===== config.mk =====
export PLATFORM = sky130hd
export DESIGN_NAME = sequenciador_mapas
export DESIGN_NICKNAME = d
export VERILOG_FILES = /design/src/rtl/mapas_pkg.sv /design/src/rtl/fifo_amostras.sv /design/src/rtl/sequenciador_mapas.sv
export SDC_FILE = /design/constraint.sdc
export NUM_CORES = 1
export LEC_CHECK = 0
export ABC_AREA = 1
export ABC_CLOCK_PERIOD_IN_PS = 3000
export CAP_MARGIN = 25
export CORE_MARGIN = 2
export CORE_UTILIZATION = 50
export DETAILED_ROUTE_END_ITERATION = 12
export PLACE_DENSITY_LB_ADDON = 0.25
export SYNTH_ARGS = -nofsm -noshare
export SYNTH_HDL_FRONTEND = slang
export SYNTH_SLANG_ARGS = --single-unit

===== constraint.sdc =====
create_clock -name clock -period 3 [get_ports clock]
set_clock_uncertainty 0.2 [all_clocks]
set_input_delay 0.6 -clock clock [delete_from_list [all_inputs] [get_ports clock]]
set_output_delay 0.6 -clock clock [all_outputs]
set_load 0.02 [all_outputs]

===== src/rtl/mapas_pkg.sv =====
// Types shared by the sample path into the occupancy-grid builder (mapas):
// the buffered pose/distance sample and the issue FSM states.
package mapas_pkg;

  localparam int LARG_DIST = 4;

  typedef struct packed {
    logic [LARG_DIST-1:0] x;
    logic [LARG_DIST-1:0] y;
    logic                 direcao;
    logic [LARG_DIST-1:0] distDir;
    logic [LARG_DIST-1:0] distEsq;
  } amostra_t;

  typedef enum logic [1:0] {
    OCIOSO     = 2'd0,
    REQUISITA  = 2'd1,
    ESPERA_FIM = 2'd2
  } estado_seq_t;

  function automatic logic dentro_malha(input logic [LARG_DIST-1:0] x,
                                        input logic [LARG_DIST-1:0] y,
                                        input int                   tam);
    return (int'(x) < tam) && (int'(y) < tam);
  endfunction

endpackage


===== src/rtl/fifo_amostras.sv =====
// Sync FIFO of samples, head visible combinationally; one-cycle write latency.
// A push while full is taken only when a pop happens in the same cycle.
module fifo_amostras
  import mapas_pkg::*;
#(
  parameter  int PROFUNDIDADE = 4,
  localparam int AW           = $clog2(PROFUNDIDADE),
  localparam int CW           = AW + 1
) (
  input  logic          clock,
  input  logic          reset,
  input  logic          push,
  input  amostra_t      dado_in,
  input  logic          pop,
  output amostra_t      dado_out,
  output logic          full,
  output logic          empty,
  output logic [CW-1:0] count
);

  amostra_t      r_mem [PROFUNDIDADE];
  logic [AW-1:0] r_wr;
  logic [AW-1:0] r_rd;
  logic [CW-1:0] r_count;
  logic          w_push;
  logic          w_pop;

  assign full     = (r_count == CW'(PROFUNDIDADE));
  assign empty    = (r_count == '0);
  assign w_pop    = pop && !empty;
  assign w_push   = push && (!full || w_pop);
  assign count    = r_count;
  assign dado_out = r_mem[r_rd];

  always_ff @(posedge clock) begin
    if (!reset) begin
      r_wr    <= '0;
      r_rd    <= '0;
      r_count <= '0;
    end else begin
      if (w_push) r_wr <= r_wr + 1'b1;
      if (w_pop)  r_rd <= r_rd + 1'b1;
      r_count <= r_count + CW'(w_push) - CW'(w_pop);
    end
  end

  always_ff @(posedge clock) begin
    if (w_push) r_mem[r_wr] <= dado_in;
  end

endmodule


===== src/rtl/sequenciador_mapas.sv =====
// Queues pose/distance samples and issues them one at a time to mapas; novoDado rises
// two cycles after a push into an idle path. Producer stalls only when the FIFO is full.
module sequenciador_mapas
  import mapas_pkg::*;
#(
  parameter  int TamanhoMalha     = 9,
  parameter  int tamanhoDistancia = LARG_DIST,
  parameter  int PROFUNDIDADE     = 4,
  parameter  int TIMEOUT          = 1024,
  localparam int NW               = $clog2(PROFUNDIDADE) + 1
) (
  input  logic                        clock,
  input  logic                        reset,
  input  logic                        in_valido,
  output logic                        in_pronto,
  input  logic [tamanhoDistancia-1:0] in_x,
  input  logic [tamanhoDistancia-1:0] in_y,
  input  logic                        in_direcao,
  input  logic [tamanhoDistancia-1:0] in_distDir,
  input  logic [tamanhoDistancia-1:0] in_distEsq,
  output logic [tamanhoDistancia-1:0] posicaoAtualnoEixoX,
  output logic [tamanhoDistancia-1:0] posicaoAtualnoEixoY,
  output logic                        direcaoAtual,
  output logic [tamanhoDistancia-1:0] distanciaDireita,
  output logic [tamanhoDistancia-1:0] distanciaEsquerda,
  output logic                        novoDado,
  input  logic                        operacaoFinalizada,
  output logic                        ocupado,
  output logic [NW-1:0]               nivel_fila,
  output logic [15:0]                 atualizacoes,
  output logic [7:0]                  descartes,
  output logic                        erro_timeout
);

  localparam int WW = $clog2(TIMEOUT + 1);

  estado_seq_t   r_estado;
  estado_seq_t   w_prox;
  amostra_t      r_amostra;
  amostra_t      w_nova;
  amostra_t      w_cabeca;
  logic          w_cheio;
  logic          w_vazio;
  logic          w_aceita;
  logic          w_valida;
  logic          w_push;
  logic          w_pop;
  logic          w_conclui;
  logic          w_aborta;
  logic          w_estouro;
  logic [WW-1:0] r_wd;
  logic [15:0]   r_atualizacoes;
  logic [7:0]    r_descartes;
  logic          r_erro;

  assign w_nova   = '{x: in_x, y: in_y, direcao: in_direcao,
                      distDir: in_distDir, distEsq: in_distEsq};
  assign w_aceita = in_valido && in_pronto;
  assign w_valida = dentro_malha(in_x, in_y, TamanhoMalha);
  assign w_push   = w_aceita && w_valida;
  // A full FIFO still takes a sample in the cycle its head is being popped.
  assign in_pronto = !w_cheio || w_pop;

  fifo_amostras #(.PROFUNDIDADE(PROFUNDIDADE)) u_fifo (
    .clock    (clock),
    .reset    (reset),
    .push     (w_push),
    .dado_in  (w_nova),
    .pop      (w_pop),
    .dado_out (w_cabeca),
    .full     (w_cheio),
    .empty    (w_vazio),
    .count    (nivel_fila)
  );

  assign w_estouro = (r_wd == WW'(TIMEOUT - 1));

  always_ff @(posedge clock) begin
    if (!reset) r_estado <= OCIOSO;
    else        r_estado <= w_prox;
  end

  always_comb begin
    w_prox    = r_estado;
    w_pop     = 1'b0;
    w_conclui = 1'b0;
    w_aborta  = 1'b0;
    case (r_estado)
      OCIOSO: begin
        if (!w_vazio && operacaoFinalizada) begin
          w_pop  = 1'b1;
          w_prox = REQUISITA;
        end
      end
      REQUISITA: begin
        if (!operacaoFinalizada) begin
          w_prox = ESPERA_FIM;
        end else if (w_estouro) begin
          w_aborta = 1'b1;
          w_prox   = OCIOSO;
        end
      end
      ESPERA_FIM: begin
        if (operacaoFinalizada) begin
          w_conclui = 1'b1;
          w_prox    = OCIOSO;
        end else if (w_estouro) begin
          w_aborta = 1'b1;
          w_prox   = OCIOSO;
        end
      end
      default: w_prox = OCIOSO;
    endcase
  end

  // Watchdog restarts on every state change, so each mapas phase gets its own budget.
  always_ff @(posedge clock) begin
    if (!reset)                                        r_wd <= '0;
    else if ((w_prox != r_estado) || (r_estado == OCIOSO)) r_wd <= '0;
    else                                               r_wd <= r_wd + 1'b1;
  end

  always_ff @(posedge clock) begin
    if (!reset) begin
      r_amostra      <= '0;
      r_atualizacoes <= '0;
      r_descartes    <= '0;
      r_erro         <= 1'b0;
    end else begin
      if (w_pop)     r_amostra      <= w_cabeca;
      if (w_conclui) r_atualizacoes <= r_atualizacoes + 16'd1;
      if (w_aceita && !w_valida && (r_descartes != 8'hFF))
        r_descartes <= r_descartes + 8'd1;
      if (w_aborta)  r_erro         <= 1'b1;
    end
  end

  assign novoDado            = (r_estado == REQUISITA);
  assign ocupado             = (r_estado != OCIOSO) || !w_vazio;
  assign posicaoAtualnoEixoX = r_amostra.x;
  assign posicaoAtualnoEixoY = r_amostra.y;
  assign direcaoAtual        = r_amostra.direcao;
  assign distanciaDireita    = r_amostra.distDir;
  assign distanciaEsquerda   = r_amostra.distEsq;
  assign atualizacoes        = r_atualizacoes;
  assign descartes           = r_descartes;
  assign erro_timeout        = r_erro;

endmodule

==> results.tsv, run 1 <==
stage	metric	value	unit
floorplan	Core Box Area	10700	sq um
final_layout	synthesis-to-finish area growth	27.3	%
power	P_int	3670	uW
sta	Final Max Tran Viols	0	
detailed_routing	Wirelength per Cell	14.5	um
placed_design	pre-CTS setup slack	81.9	ps
clocking	H-Tree Depth	4	
sta	final worst path period share	93.2	%
synthesis	count of cell types in the netlist	35	
sta	Final TNS setup	0	ps
power	Gate power share	25.9	%
power	Clock Power Share	34.0	%
floorplan	initial core utilization	50.7	%
critical_path	CP Launch Type	flip-flop	
clocking	clk slew on worst S/H paths	60	ps
final_layout	# diodes	0	
placed_design	placed insts	752	
detailed_routing	Residual DRC	0	
clocking	CTS Hold Bufs	0	
critical_path	slowest cell delay on critical path	600	ps
grt	remaining global-route overflow	0	
flow_run	total of max-cap violations	0	
power	Total Power	5370	uW
sta	# setup viols final	0	
synthesis	Syn Nets	581	
clocking	Root Driver	clkbuf_8	
sta	Slew @ Worst Pin	592	ps
synthesis	synthesized area	5430	sq um
power	Leak	0.00255	uW
critical_path	Setup CP Type	flip-flop to output pin	
power	PwrDens	777	nW/um^2
floorplan	die height	108	um
critical_path	crit end category	output pin	
min_path	Hold Crit Class	flip-flop to flip-flop	
grt	vias in the first global route	3932	
final_layout	share of cells above drive strength 1	12.3	%
grt	number of antenna violations at the first check in global routing	0	
power	Flop pwr share	40.0	%
power	switch share	31.7	%
status	status	completed	
grt	total track usage	21.0	%
placed_design	hpwl dp	7.45	mm
sta	Fmax	358	MHz
floorplan	die footprint	11700	sq um
floorplan	IO Count	69	
detailed_routing	drt pass-1 iters	5	
sta	worst setup margin	205	ps
sta	Slew Limit Headroom	60.5	%
critical_path	CP Data Arrival Time	1990	ps
grt	pin count of the biggest net entering global routing	36	
clocking	Worst-Skew Late Latency	510	ps
final_layout	final cell count without fillers	784	
synthesis	post-synthesis register bit count	130	
synthesis	Warnings, synthesis	0	
synthesis	Seq/Total Area, Yosys	60.5	%
clocking	Sink Count	130	
critical_path	CP max FO	4	
floorplan	Rows	38	
power	worst vdd ir	598	uV
synthesis	syn_area_per_cell	9.94	sq um
clocking	CTS tree	yes	
detailed_routing	first-iteration detailed-routing DRC count	283	
clocking	Num CTS Buffers	17	
power	switching pwr	1700	uW
critical_path	WP data required	2200	ps
detailed_routing	final wirelength	11.4	mm
critical_path	CP max stage cell	clkdlybuf4s50_1	
detailed_routing	Routed Antenna Nets	0	
synthesis	Post-Synthesis Cells	546	
sta	RSZ-0062 raised after global routing	no	
sta	Hold Vio Cnt, Final	0	
final_layout	nets	666	
clocking	Post-CTS Repair Setup Buffers	0	
detailed_routing	vias per std cell	5.09	
final_layout	final core occ	64.5	%
detailed_routing	via count	3992	
floorplan	die width	108	um
placed_design	GP Congestion	0.829	
sta	Min Clock Period, post-route	2790	ps
placed_design	Port Buffers	68	
critical_path	Critical Path, Cell by Cell	inv_1 > ha_1 > nand3_1 > clkdlybuf4s50_1	
grt	first-pass GRT wire length	18.7	mm
clocking	CTS Buffer Depth	2	
[power by group through the flow]
stage	Sequential [uW]	Clock, uW	Combinational [uW]
floorplan	2290	0	736
global placement	2180	0	1350
detailed placement	2180	0	1390
CTS	2150	1860	1410
global route	2170	1940	1550
finish	2150	1830	1390
[cell usage after synthesis (all sizes together)]
library cell / count / share of area (%)
edfxtp: 68 / 38
nor4: 1 / 0.12
xor2: 6 / 0.97
inv: 45 / 3.1
a31oi: 1 / 0.12
dfxtp: 62 / 23
o21ai: 66 / 6.1
o21bai: 1 / 0.21
o31ai: 2 / 0.28
nand4: 7 / 1.4
o21a: 3 / 0.42
nor3: 5 / 0.67
a21oi: 22 / 2.1
nand2: 65 / 4.6
nor2: 120 / 9.4
nand3: 13 / 1.7
buf: 10 / 1.1
ha: 13 / 3.0
fa: 1 / 0.37
clkbuf: 10 / 0.69
o22ai: 17 / 2.0
xnor2: 7 / 1.1
a211oi: 1 / 0.14
[worst max-delay path, delay by kind of cell (launching register included)]
kind / cells / cell delay, ps
fa+ha+maj: 1 / 260
flops: 1 / 420
simple gates: 1 / 100
buf+inv: 2 / 710
[through the flow]
| step | hold WS, ps | instance area [sq um] |
|---|---|---|
| floorplan | 218 | 5430 |
| global placement | 231 | 6370 |
| detailed placement | 257 | 6370 |
| CTS | 268 | 6900 |
| global route | 305 | 6910 |
| finish | 265 | 6910 |
[cells in the final DEF (no fill, tap or decap), drive strengths merged]
master	instances
nand2	65
nand3	13
buf	18
clkbuf	17
o22ai	17
nor4	1
nor3	5
bufinv	1
ha	13
edfxtp	68
fa	1
nand4	7
dlymetal6s2s	1
o21a	3
dfxtp	62
inv	45
o31ai	2
a21oi	22
clkdlybuf4s50	67
xnor2	7
o21ai	66
o21bai	1
clkinvlp	3
a211oi	1
a31oi	1
xor2	6
nor2	120
clkinv	11
[cell type report]
class	instances	area, sq um
clock buffers	17	414
clock inverters	15	120
fillers	855	3790
inverters	45	169
multi-input cells	351	1880
flip-flops and latches	130	3280
well taps	140	175
repair buffers	86	868
[metal layers]
metal  part of all wire [%]  GRT usage (%)  wire, um
met4                    1.7           9.34       189
met3                    4.9           5.12       554
met2                     51           36.3      5850
met1                     42           24.9      4800
met5                      0              0         0
[kinds of logic (layout without fill, tap and decap cells)]
logic type	after synthesis	count (layout)	synth area share, %
adder cells (fa/ha/maj)	14	14	3.37
AND/OR/NAND/NOR	211	211	17.8
XOR/XNOR	13	13	2.10
AO/OA/AOI/OAI	113	113	11.3
buffers and inverters	65	163	4.93
flip-flops	130	130	60.5
[worst paths after layout]
kind,from,to,slack (ps),cells past startpoint
min,r_wd[0],r_wd[0],260,1
min reg2reg,r_wd[0],r_wd[0],260,1
max reg2reg,r_estado[0],u_fifo.count[2],610,11
max,r_estado[0],ocupado,210,4
[what timing repair did]
item	CTS	global route
setup endpoints to repair	0	1
hold endpoints to repair	0	0
resized for setup	0	1
[sequential cells by signal, indices dropped and copies added, names as in the netlist]
register / count
u_fifo.r_wr: 2
u_fifo.r_rd: 2
distanciaEsquerda: 4
r_estado: 2
r_wd: 11
descartes: 8
posicaoAtualnoEixoY: 4
erro_timeout: 1
u_fifo.r_mem: 68
atualizacoes: 16
direcaoAtual: 1
posicaoAtualnoEixoX: 4
u_fifo.count: 3
distanciaDireita: 4
Power figures use the tool's default switching activity.
==> run 2: changes to the inputs <==
- CAP_MARGIN: 25 -> 10
- GPL_ROUTABILITY_DRIVEN: not set -> 1
- PLACE_DENSITY_LB_ADDON: 0.25 -> 0.08
==> run 2 against run 1 <==
Critical path depth is the same. Cell count down 0.13%. Design area grew 0.47%. Critical endpoint unchanged. Critical path type unchanged. Maximum frequency shrank 0.55%.
==> results.tsv, run 2 (same netlist as run 1, synthesis figures left out) <==
stage	metric	value	unit
status	status	completed	
power	PwrDens	798	nW/um^2
placed_design	hpwl dp	7.39	mm
critical_path	CP max FO	4	
floorplan	Rows	38	
critical_path	crit end category	output pin	
power	Leak	0.00256	uW
sta	Final Max Tran Viols	0	
sta	Fmax	356	MHz
detailed_routing	final wirelength	11.5	mm
detailed_routing	Residual DRC	0	
final_layout	nets	665	
clocking	CTS tree	yes	
critical_path	CP max stage cell	clkdlybuf4s50_1	
sta	Slew Limit Headroom	30.2	%
floorplan	Core Box Area	10700	sq um
final_layout	# diodes	0	
detailed_routing	first-iteration detailed-routing DRC count	231	
clocking	Root Driver	clkbuf_8	
placed_design	Port Buffers	68	
detailed_routing	via count	3987	
grt	first-pass GRT wire length	19.1	mm
critical_path	Critical Path, Cell by Cell	inv_1 > ha_1 > nand3_1 > clkdlybuf4s50_1	
min_path	Hold Crit Class	flip-flop to flip-flop	
floorplan	IO Count	69	
detailed_routing	Wirelength per Cell	14.7	um
sta	Final TNS setup	0	ps
sta	RSZ-0062 raised after global routing	no	
grt	remaining global-route overflow	0	
critical_path	Crit path buffers/inverters	2	
placed_design	Post-DP Area	6350	sq um
floorplan	initial core utilization	50.7	%
final_layout	post-route cell area	6940	sq um
critical_path	slowest cell delay on critical path	600	ps
critical_path	CP Launch Type	flip-flop	
final_layout	share of cells above drive strength 1	12.4	%
placed_design	placed insts	751	
floorplan	die width	108	um
sta	Slew @ Worst Pin	1050	ps
placed_design	GP Congestion	0.747	
sta	Hold Vio Cnt, Final	0	
clocking	H-Tree Depth	4	
clocking	clk slew on worst S/H paths	60	ps
final_layout	synthesis-to-finish area growth	27.9	%
final_layout	multi-input combinational cell area	1880	sq um
sta	final worst path period share	93.7	%
grt	total track usage	21.4	%
grt	number of antenna violations at the first check in global routing	0	
critical_path	Top delay family on crit path	buffers and inverters	
critical_path	WP data required	2200	ps
grt	vias in the first global route	4009	
final_layout	most common cell after layout, fill and taps aside	nor2_1	
final_layout	most frequent cells in the layout	nor2_1, edfxtp_1, clkdlybuf4s50_1	
clocking	Sink Count	130	
sta	Min Clock Period, post-route	2810	ps
final_layout	max FFs per register	68	
final_layout	fillers	868	
detailed_routing	vias per std cell	5.09	
critical_path	CP Data Arrival Time	2010	ps
final_layout	register area	3280	sq um
sta	# setup viols final	0	
detailed_routing	Routed Antenna Nets	0	
clocking	Worst-Skew Late Latency	520	ps
power	worst vdd ir	499	uV
clocking	CTS Buffer Depth	2	
floorplan	die footprint	11700	sq um
final_layout	final cell count without fillers	783	
floorplan	die height	108	um
critical_path	Setup CP Type	flip-flop to output pin	
detailed_routing	drt pass-1 iters	4	
clocking	Num CTS Buffers	17	
flow_run	total of max-cap violations	0	
final_layout	Most flops, register	u_fifo.r_mem	
grt	pin count of the biggest net entering global routing	36	
## run 2: changes by cell type in the layout (fill, tap and decap cells not counted)
cell	previous run	this run
bufinv_16	1	2
clkinv_4	4	3
inv_8	0	1
buf_12	4	3
clkinv_1	2	0
clkinv_2	5	0
inv_6	0	6
## run 2: worst register-to-register path, cell delays in order (launching register included)
cell and delay (ps):
dfxtp_1 410, inv_1 110, ha_1 260, nand3_2 140, inv_2 50, ha_1 260
inv_1 60, ha_1 130, inv_1 40, fa_1 380, o21ai_0 190, a21oi_1 50
## run 2: report_power, final
part | switching [uW] | internal [uW]
Sequential | 100 | 2040
Clock | 809 | 1210
Combinational | 841 | 545
## run 2: final cells by class
class	instances	share of cell area, %
clock buffers	17	5.97
clock inverters	15	2.49
inverters	45	2.43
multi-input cells	351	27.0
flip-flops and latches	130	47.3
well taps	140	2.52
repair buffers	85	12.2
## run 2: path summary, 6_finish.rpt
kind / startpoint / endpoint / slack (ps) / depth (start not counted)
max reg2reg: r_estado[0] / u_fifo.count[2] / 610 / 11
min: r_wd[0] / r_wd[0] / 260 / 1
min reg2reg: r_wd[0] / r_wd[0] / 260 / 1
max: r_estado[0] / ocupado / 190 / 4
## run 2: per-layer routing
metal,vias up,GRT usage (%),routed length [um]
met5,-,0,0
met4,0,7.60,142
met1,1870,27.2,5220
met2,87,35.0,5630
li1,2020,-,-
met3,10,6.09,512
## run 2: timing repair
item,in CTS,in global routing
setup endpoints to repair,0,1
setup buffers,0,0
resized for setup,0,1
hold buffers,0,0
## run 2: per-stage QoR
step	power, uW	utilization (%)	worst slack, ps	hold slack (ps)
after floorplan	3030	-	423	218
after global placement	3530	59.3	125	231
after detailed placement	3570	59.3	87.1	257
after CTS	5590	64.8	38.9	268
after global routing	5810	64.9	82.9	287
final	5540	64.9	190	263
